## src/rtl/plc_sequencer.sv

```systemverilog
// PLC instruction sequencer: fetch/decode/exec over a synchronous ROM.
// Drives an external combinational ALU and owns acc, r0..r3 and pc.
module plc_sequencer #(
  parameter int PC_W = 8
) (
  input  logic            clk,
  input  logic            rst_n,
  input  logic            en,
  output logic [PC_W-1:0] prog_addr,
  input  logic [15:0]     prog_data,
  output logic [4:0]      alu_op,
  output logic [7:0]      alu_in0,
  output logic [7:0]      alu_in1,
  input  logic [7:0]      alu_out,
  output logic [7:0]      acc,
  output logic            zero,
  output logic            instr_done,
  output logic            halted
);

  typedef enum logic [1:0] {
    S_FETCH,
    S_DECODE,
    S_EXEC,
    S_HALT
  } state_t;

  // Opcodes whose ALU result is written back to acc
  localparam logic [15:0] ALU_MASK = 16'h27BF;

  state_t          state_q, state_d;
  logic [PC_W-1:0] pc_q, pc_d;
  logic [PC_W-1:0] pc_inc, tgt;
  logic [15:0]     ir_q, ir_d;
  logic [7:0]      acc_q, acc_d;
  logic [7:0]      r_q [4];
  logic [7:0]      r_d [4];
  logic [4:0]      op;
  logic            is_alu, is_st, is_jmp;
  logic            is_jz, is_jnz, is_halt;

  assign op      = ir_q[15:11];
  assign is_alu  = !op[4] && ALU_MASK[op[3:0]];
  assign is_st   = (op == 5'd16);
  assign is_jmp  = (op == 5'd17);
  assign is_jz   = (op == 5'd18);
  assign is_jnz  = (op == 5'd19);
  assign is_halt = (op == 5'd31);
  assign pc_inc  = pc_q + PC_W'(1);
  assign tgt     = ir_q[PC_W-1:0];

  always_ff @(posedge clk) begin
    if (!rst_n) state_q <= S_FETCH;
    else        state_q <= state_d;
  end

  always_comb begin
    state_d = state_q;
    unique case (state_q)
      S_FETCH:  if (en) state_d = S_DECODE;
      S_DECODE: state_d = S_EXEC;
      S_EXEC:   state_d = is_halt ? S_HALT : S_FETCH;
      S_HALT:   state_d = S_HALT;
    endcase
  end

  always_comb begin
    instr_done = (state_q == S_EXEC);
    halted     = (state_q == S_HALT);
  end

  always_comb begin
    pc_d  = pc_q;
    acc_d = acc_q;
    ir_d  = ir_q;
    r_d   = r_q;
    if (state_q == S_DECODE) ir_d = prog_data;
    if (state_q == S_EXEC) begin
      pc_d = pc_inc;
      unique case (1'b1)
        is_alu:  acc_d = alu_out;
        is_st:   r_d[ir_q[9:8]] = acc_q;
        is_jmp:  pc_d = tgt;
        is_jz:   if (acc_q == 8'd0) pc_d = tgt;
        is_jnz:  if (acc_q != 8'd0) pc_d = tgt;
        is_halt: pc_d = pc_q;
        default: ;
      endcase
    end
  end

  always_ff @(posedge clk) begin
    if (!rst_n) begin
      pc_q  <= '0;
      acc_q <= '0;
      ir_q  <= '0;
      r_q   <= '{default: '0};
    end else begin
      pc_q  <= pc_d;
      acc_q <= acc_d;
      ir_q  <= ir_d;
      r_q   <= r_d;
    end
  end

  assign prog_addr = pc_q;
  assign alu_op    = op;
  assign alu_in0   = acc_q;
  assign alu_in1   = ir_q[10] ? ir_q[7:0] : r_q[ir_q[9:8]];
  assign acc       = acc_q;
  assign zero      = (acc_q == 8'd0);

endmodule
```

## config.mk

```make
export PLATFORM = sky130hd
export DESIGN_NAME = plc_sequencer
export DESIGN_NICKNAME = d
export VERILOG_FILES = /design/src/rtl/plc_sequencer.sv
export SDC_FILE = /design/constraint.sdc
export NUM_CORES = 1
export LEC_CHECK = 0
export ABC_AREA = 1
export CAP_MARGIN = 40
export CORE_ASPECT_RATIO = 2
export CORE_MARGIN = 2
export CORE_UTILIZATION = 51
export CTS_CLUSTER_SIZE = 24
export DETAILED_ROUTE_END_ITERATION = 10
export GPL_TIMING_DRIVEN = 0
export PLACE_DENSITY = 0.89
export SYNTH_ARGS = -nofsm -noshare
export SYNTH_HDL_FRONTEND = slang
export SYNTH_SLANG_ARGS = --single-unit
```

## constraint.sdc

```tcl
create_clock -name clk -period 1.8 [get_ports clk]
set_input_delay 0.27 -clock clk [delete_from_list [all_inputs] [get_ports clk]]
set_output_delay 0.27 -clock clk [all_outputs]
set_load 0.02 [all_outputs]
```

==> results.sh, run 1 <==
export IMPL_slowest_delay_ns=0.38
export IMPL_yosysMostFrequentCell="nor2_1"
export IMPL_synth_nets=473
export IMPL_ios=67
export IMPL_ys_seq_area_share_pct=41.3
export IMPL_p_leak_nw=1.83
export IMPL_grt_pass1_wl_mm=15.8
export IMPL_n_antenna_cell=0
export IMPL_finClkSkew_ns=0.00703
export IMPL_worstMarginPinSlew_ns=0.487
export IMPL_place_hpwl_mm=6.92
export IMPL_period_share_pct=107
export IMPL_cts_tree="built"
export IMPL_path_class="reg -> out"
export IMPL_synth_cell_types=32
export IMPL_setup_ws_ns=-0.119
export IMPL_yosysWarnings=0
export IMPL_ctsHoldBuffers=0
export IMPL_yosysTopAreaCellShare_pct=41.3
export IMPL_period_minus_slack_ns=1.92
export IMPL_synth_area_top_cells="dfxtp_1 (41%), nor2_1 (8.2%), inv_1 (7.7%), o21ai_0 (7.5%), a21oi_1 (6.5%)"
export IMPL_ys_ff_latch=67
export IMPL_drt_wl_total_mm=10.3
export IMPL_vias_per_cell=5.53
export IMPL_hold_violations=0
export IMPL_dr_pass1_iters=5
export IMPL_syn_to_final_growth_pct=37.8
export IMPL_synthTopCellsByCount="nor2_1 (71), dfxtp_1 (67), inv_1 (67)"
export IMPL_fill_cells=477
export IMPL_grt_remaining_overflow=0
export IMPL_synth_avg_cell_area_um2=7.30
export IMPL_first_global_vias=3377
export IMPL_final_nets=563
export IMPL_worstSetupStartpointType="flip-flop"
export IMPL_crit_slowest_cell="dfxtp_4"
export IMPL_setup_viol=6
export IMPL_multi_input_area_um2=1510
export IMPL_htreeDepth=3
export IMPL_synth_area_um2=3250
export IMPL_io_buffers=65
export IMPL_drc=0
export IMPL_dpl_instance_area_um2=4010
export IMPL_ant_nets=0
export IMPL_p_per_area_nw_per_um2=884
export IMPL_die_w_um=60.4
export IMPL_vias=3463
export IMPL_synthArstFlopShare_pct=0
export IMPL_required_ns=1.53
export IMPL_critPathMaxFanout=4
export IMPL_maxCapViolCount=0
export IMPL_cp_end_kind="output port"
export IMPL_synth_edf_count=0
export IMPL_cts_root_buffer="clkbuf_16"
export IMPL_worst_hold_slack_ns=0.273
export IMPL_grtUsageTotal_pct=30.4
export IMPL_rsz0062_at_grt="yes"
export IMPL_clk_pin_slew_ns=0.05
export IMPL_synth_cells=445
export IMPL_path_cells="inv_4 -> nand2_4 -> buf_4 -> clkinv_2 -> a22oi_1 -> a31oi_1 -> buf_4"
export IMPL_cts_sinks=67
export IMPL_ir_drop_uv=698
export IMPL_grt_max_degree=11
export IMPL_dp_cells=596
export IMPL_cp_arrival_ns=1.65
export IMPL_path_delay_family="buffers and inverters"
export IMPL_clk_path_buf_depth=2
export IMPL_cts_buffers_inserted=9
export IMPL_slew_viol_final=0
export IMPL_crit_buf_inv=4
export IMPL_hold_class="in -> reg"
export IMPL_wl_per_cell_um=16.5
export IMPL_finalInstanceArea_um2=4480
export IMPL_synth_flop_cell="dfxtp_1"
export IMPL_synth_largest_area_cell="dfxtp_1"
export IMPL_initial_core_util_pct=51.9
export IMPL_violations="setup timing"
export IMPL_die_h_um=117
export IMPL_first_iter_violations=251
export IMPL_die_area_um2=7060
export IMPL_drive_gt1_share_pct=19.3
export IMPL_rows=41
export IMPL_status="finished, violations left"
export IMPL_place_gp_congestion=0.986
export IMPL_regArea_um2=1370
export IMPL_worst_path_most_repeated_cell="buf_4"
export IMPL_layout_cells_non_filler=626
export IMPL_fmax_mhz=521
export IMPL_clk_latency_ns=0.33
export IMPL_coreArea_um2=6260
export IMPL_antenna_found_initial=0
export IMPL_maxSlewHeadroom_pct=67.5
power breakdown:
group,internal [mW],switching (mW)
logic,0.315,0.388
registers,1.55,0.0843
clock network,1.00,0.622
flip-flops by register name, summed over array words and instances, names as in the netlist, named ones only:
register	count
acc	8
ir_q	16
prog_addr	8
r_q	32
state_q	2
kinds of logic (layout without fill, tap and decap cells):
logic type	after synthesis	in the layout	share of synthesized area [%]
compound gates	119	119	19.9
xor+xnor	4	4	1.08
fa+ha+maj	1	1	0.385
buf+inv	98	192	14.1
flops	67	67	41.3
simple gates	156	157	23.3
repair_timing:
item,in CTS,in global routing
buffers inserted,7,5
resized for setup,75,19
endpoints found under the setup margin,22,13
pin swaps,4,8
endpoints found under the hold margin,0,0
cloned,2,0
placed cells by master, fill, tap and decap left out, types with 6 or more instances in the layout:
cell type,instances
clkbuf_1,9
nand2_1,42
clkbuf_16,9
clkdlybuf4s50_1,55
a31oi_1,6
dfxtp_2,11
a21oi_1,42
o21ai_0,46
dfxtp_1,53
nor2_1,71
nand3_1,13
o21ai_1,10
nand4_1,9
inv_1,65
buf_6,6
buf_4,30
stage by stage:
step	setup TNS, ns	power, mW	utilization [%]	setup slack, ns
after floorplan	0	2.00	-	0.237
after global placement	-2.40	2.26	64.0	-0.384
after detailed placement	-2.45	2.27	64.0	-0.377
after CTS	-0.0144	3.90	70.2	-0.0144
after global routing	-0.550	4.08	71.6	-0.128
final	-0.381	3.96	71.6	-0.119
per-layer routing:
layer / wire, um / track usage (%)
met4: 783 / 23.2
met2: 5650 / 55.3
met3: 659 / 4.62
met5: 0 / 0
met1: 3240 / 28.8
final timing paths:
path,startpoint,to,slack [ns],depth (start not counted)
worst min register to register,r_q[13],r_q[13],0.45,2
worst min-delay path,rst_n,r_q[9],0.27,3
worst max register to register,ir_q[15],r_q[3],0.15,6
worst max-delay path,ir_q[9],alu_in1[1],-0.12,7
cell type report:
cell class | count | share of cell area [%]
Clock buffer | 14 | 5.90
Clock inverter | 2 | 0.224
Multi-Input combinational cell | 281 | 33.8
Timing Repair inverter | 1 | 0.112
Buffer | 29 | 4.53
Tap cell | 86 | 2.40
Inverter | 69 | 6.09
Sequential cell | 67 | 30.5
Timing Repair Buffer | 77 | 16.4
worst register-to-register path: cells and delay by family, from the launching register on:
| family | cells | cell delay (ns) |
|---|---|---|
| buffers and inverters | 2 | 0.28 |
| AND/OR/NAND/NOR | 3 | 0.58 |
| flip-flops | 1 | 0.38 |
| AO/OA/AOI/OAI | 1 | 0.29 |
Power figures use the tool's default switching activity.
==> run 2: changes to the inputs <==
- ABC_CLOCK_PERIOD_IN_PS: default -> 1800
- PLACE_DENSITY: 0.89 -> 0.8
==> results.sh, run 2 (synthesis gave the netlist of run 1 again) <==
export IMPL_cts_tree="built"
export IMPL_grt_pass1_wl_mm=14.7
export IMPL_clk_path_buf_depth=2
export IMPL_coreArea_um2=6260
export IMPL_path_class="reg -> out"
export IMPL_grt_use_met3_pct=5.93
export IMPL_drt_wl_total_mm=9.21
export IMPL_r2r_cells=8
export IMPL_reg2reg_to="prog_addr[5]"
export IMPL_whs_path_depth=3
export IMPL_htreeDepth=3
export IMPL_preCtsSetupSlack_ns=-0.363
export IMPL_hold_class="in -> reg"
export IMPL_fin_util_pct=71.3
export IMPL_required_ns=1.53
export IMPL_ir_drop_uv=722
export IMPL_final_cell_mix="nor2_1 (70), inv_1 (65), dfxtp_1 (54)"
export IMPL_cts_root_buffer="clkbuf_16"
export IMPL_drive_gt1_share_pct=18.6
export IMPL_syn_to_final_growth_pct=37.4
export IMPL_first_iter_violations=124
export IMPL_n_antenna_cell=0
export IMPL_setup_ws_ns=-0.101
export IMPL_rsz0062_at_grt="yes"
export IMPL_grt_use_met2_pct=50.4
export IMPL_place_gp_congestion=0.889
export IMPL_fill_cells=525
export IMPL_cp_end_kind="output port"
export IMPL_fmax_mhz=526
export IMPL_violations="setup timing"
export IMPL_worstMarginPinSlew_ns=0.506
export IMPL_drc=0
export IMPL_top_regs="r_q: 32 flops, ir_q: 16 flops"
export IMPL_dr_pass1_iters=4
export IMPL_min_delay_start="rst_n"
export IMPL_cp_arrival_ns=1.63
export IMPL_vias=3227
export IMPL_grtUsageTotal_pct=28.5
export IMPL_rows=41
export IMPL_period_minus_slack_ns=1.90
export IMPL_die_area_um2=7060
export IMPL_ctsHoldBuffers=0
export IMPL_grt_max_degree=11
export IMPL_initial_core_util_pct=51.9
export IMPL_largest_register="r_q"
export IMPL_cts_sinks=67
export IMPL_largest_reg_flops=32
export IMPL_finClkSkew_ns=0.00475
export IMPL_clk_latency_ns=0.33
export IMPL_io_buffers=65
export IMPL_p_per_area_nw_per_um2=930
export IMPL_ios=67
export IMPL_period_share_pct=106
export IMPL_die_h_um=117
export IMPL_slew_viol_final=0
export IMPL_maxSlewHeadroom_pct=66.3
export IMPL_gr_usage_met1_pct=26.7
export IMPL_final_common_cell="nor2_1"
export IMPL_final_nets=557
export IMPL_p_leak_nw=1.85
export IMPL_vias_per_cell=5.21
export IMPL_maxCapViolCount=0
export IMPL_die_w_um=60.4
export IMPL_status="finished, violations left"
export IMPL_busiest_layer="met2"
export IMPL_worstSetupStartpointType="flip-flop"
export IMPL_wl_per_cell_um=14.9
export IMPL_grt_remaining_overflow=0
export IMPL_reg2reg_slack_ns=0.28
export IMPL_clk_pin_slew_ns=0.05
export IMPL_hold_end="r_q[10]"
export IMPL_r2r_start="ir_q[11]"
export IMPL_p_total_mw=4.15
export IMPL_place_hpwl_mm=6.74
export IMPL_ant_nets=0
export IMPL_critPathMaxFanout=5
export IMPL_setup_viol=5
export IMPL_hold_violations=0
export IMPL_cts_buffers_inserted=9
export IMPL_antenna_found_initial=0
export IMPL_first_global_vias=3198
[run 2: routing by layer]
| layer | part of all wire, % | vias up |
|---|---|---|
| li1 | - | 1607 |
| met5 | 0 | - |
| met3 | 4.6 | 48 |
| met2 | 53 | 121 |
| met1 | 34 | 1451 |
| met4 | 8.4 | 0 |
[run 2: worst max-delay path by stage]
stage                 start            to  slack (ns)
global route        ir_q[9]    alu_in1[1]       -0.11
global placement    ir_q[9]    alu_in1[7]       -0.36
CTS                 ir_q[9]    alu_in1[1]       -0.02
finish              ir_q[9]    alu_in1[1]       -0.10
detailed placement  ir_q[9]    alu_in1[5]       -0.36
floorplan            acc[7]  prog_addr[0]        0.24
[run 2: where the power goes]
| part | switching (mW) | internal, mW |
|---|---|---|
| registers | 0.0831 | 1.55 |
| logic | 0.370 | 0.302 |
| clock network | 0.606 | 1.24 |
| total | 1.06 | 3.09 |
[run 2: what timing repair did]
action,4_1_cts,5_1_grt
setup endpoints to repair,21,14
pin swaps,8,3
buffers inserted,6,1
hold endpoints to repair,0,0
resized for setup,81,15
cloned,1,0
[run 2: metrics by stage]
stage / hold WS, ns / area, um2 / TNS, ns / cells
finish: 0.287 / 4460 / -0.178 / 619
global route: 0.310 / 4460 / -0.521 / 619
CTS: 0.282 / 4430 / -0.0244 / 618
detailed placement: 0.437 / 4010 / -2.60 / 596
global placement: 0.431 / 4010 / -2.65 / 596
floorplan: 0.422 / 3250 / 0 / 445
[run 2: critical path: stages, from the launching register on]
cell	delay [ns]
dfxtp_4	0.37
inv_4	0.06
nand2_4	0.09
clkinv_4	0.08
buf_6	0.12
a22oi_2	0.25
a31oi_2	0.15
buf_4	0.18
[run 2: final cells by class]
cell class              count  area [um2]  area share (%)
multi-input cells         280        1520            33.9
flip-flops and latches     67        1370            30.6
repair buffers             72         683            15.3
inverters                  69         269            6.03
clock buffers              13         250            5.61
plain buffers              29         203            4.54
well taps                  86         108            2.41
clock inverters             2        60.1            1.35
repair inverters            1        8.76           0.196
==> run 3: changes to the inputs <==
- GPL_TIMING_DRIVEN: 0 -> default
==> results.sh, run 3 (synthesis gave the netlist of run 1 again) <==
export IMPL_clk_pin_slew_ns=0.05
export IMPL_whs_path_depth=2
export IMPL_wl_per_cell_um=14.8
export IMPL_combinationalPowerShare_pct=17.5
export IMPL_clk_latency_ns=0.33
export IMPL_first_global_vias=3175
export IMPL_fmax_mhz=557
export IMPL_period_minus_slack_ns=1.80
export IMPL_slew_viol_final=0
export IMPL_ir_drop_uv=801
export IMPL_place_gp_congestion=0.888
export IMPL_die_w_um=60.4
export IMPL_rsz0062_at_grt="yes"
export IMPL_crit_slowest_cell="dfxtp_2"
export IMPL_first_iter_violations=138
export IMPL_dr_pass1_iters=5
export IMPL_drc=0
export IMPL_path_cells="inv_2 -> nand2_1 -> clkinv_2 -> buf_6 -> a22oi_2 -> a41oi_2 -> buf_4"
export IMPL_antenna_found_initial=0
export IMPL_fin_util_pct=69.5
export IMPL_hold_violations=0
export IMPL_coreArea_um2=6260
export IMPL_hold_class="reg -> reg"
export IMPL_finClkSkew_ns=0.00487
export IMPL_grt_remaining_overflow=0
export IMPL_grt_max_degree=54
export IMPL_top_regs="r_q: 32 flops, ir_q: 16 flops"
export IMPL_maxSlewHeadroom_pct=69.3
export IMPL_cts_setup_buffers=0
export IMPL_p_leak_nw=1.78
export IMPL_status="finished, final reports clean"
export IMPL_io_buffers=66
export IMPL_p_int_mw=2.84
export IMPL_drt_wl_total_mm=9.01
export IMPL_path_class="reg -> out"
export IMPL_p_clk_share_pct=41.4
export IMPL_p_per_area_nw_per_um2=895
export IMPL_ant_nets=0
export IMPL_setup_viol=0
export IMPL_ctsHoldBuffers=0
export IMPL_ios=67
export IMPL_vias=3163
export IMPL_period_share_pct=99.7
export IMPL_fin_tns_setup_ns=0
export IMPL_drive_gt1_share_pct=16.0
export IMPL_place_hpwl_mm=6.73
export IMPL_dpl_instance_area_um2=4030
export IMPL_die_h_um=117
export IMPL_finalInstanceArea_um2=4350
export IMPL_p_total_mw=3.89
export IMPL_rows=41
export IMPL_cts_buffers_inserted=9
export IMPL_critPathMaxFanout=6
export IMPL_n_antenna_cell=0
export IMPL_maxCapViolCount=0
export IMPL_final_cell_mix="nor2_1 (71), inv_1 (65), dfxtp_1 (64)"
export IMPL_initial_core_util_pct=51.9
export IMPL_grt_pass1_wl_mm=14.1
export IMPL_required_ns=1.53
export IMPL_worstSetupStartpointType="flip-flop"
export IMPL_final_nets=547
export IMPL_slowest_delay_ns=0.34
export IMPL_worst_hold_slack_ns=0.446
export IMPL_clk_path_buf_depth=2
export IMPL_vias_per_cell=5.19
export IMPL_power_switching_mw=1.06
export IMPL_cp_end_kind="output port"
export IMPL_cp_arrival_ns=1.53
export IMPL_r2r_cells=6
export IMPL_largest_reg_flops=32
export IMPL_cts_tree="built"
export IMPL_largest_register="r_q"
export IMPL_grtUsageTotal_pct=27.3
export IMPL_final_common_cell="nor2_1"
export IMPL_cts_sinks=67
export IMPL_swShare_pct=27.1
export IMPL_syn_to_final_growth_pct=33.9
export IMPL_power_share_sequential_pct=41.1
export IMPL_cts_root_buffer="clkbuf_16"
export IMPL_die_area_um2=7060
export IMPL_worstMarginPinSlew_ns=0.459
export IMPL_fill_cells=522
export IMPL_htreeDepth=3
[run 3: cell types whose count changed in the layout (fill, tap and decap cells not counted), moves of 3 or more]
cell             delta
clkinv_2            +5
clkdlybuf4s50_1     +3
buf_6               -3
buf_2               -4
buf_4               +3
dfxtp_2             -7
dfxtp_1            +10
clkbuf_1            -9
dfxtp_4             -3
[run 3: final cells by class]
class | instances | area (um2) | area share [%]
sequential | 67 | 1350 | 31.0
timing repair buffer | 92 | 847 | 19.5
multi-input combinational | 280 | 1510 | 34.7
inverter | 69 | 260 | 5.98
tap | 86 | 108 | 2.47
clock buffer | 11 | 253 | 5.81
clock inverter | 5 | 27.5 | 0.633
[run 3: timing repair]
action / CTS / global route
endpoints found under the setup margin: 10 / 8
pin swaps: 1 / 5
gates resized for setup: 50 / 21
[run 3: power groups by stage]
stage | combinational, mW | clock [mW] | sequential [mW]
2_1_floorplan | 0.353 | 0 | 1.65
3_3_place_gp | 0.659 | 0 | 1.63
3_5_place_dp | 0.673 | 0 | 1.63
4_1_cts | 0.660 | 1.63 | 1.60
5_1_grt | 0.738 | 1.69 | 1.61
6_report | 0.682 | 1.61 | 1.60
[run 3: layer usage]
metal	routed length, um	GRT usage, %
met2	5060	51.2
met3	425	5.60
met5	0	0
met1	3020	24.2
met4	504	19.6
[run 3: metrics by stage]
step | std cells | setup WS (ns)
3_3_place_gp | 594 | -0.0791
4_1_cts | 610 | -0.0190
3_5_place_dp | 594 | -0.174
2_1_floorplan | 445 | 0.237
6_report | 610 | 0.00488
5_1_grt | 610 | -0.0525
[run 3: worst paths after layout]
check,start,end,slack [ns]
worst max register to register,ir_q[15],r_q[31],0.26
worst min register to register,r_q[2],r_q[2],0.45
worst max-delay path,ir_q[9],alu_in1[5],0.005
worst min-delay path,r_q[2],r_q[2],0.45
[run 3: critical path, delay by kind of cell (launching register included)]
family / cells / cell delay, ns
buffers and inverters: 4 / 0.51
AOI/OAI and AO/OA: 2 / 0.28
and+or+nand+nor: 1 / 0.08
DFF: 1 / 0.34
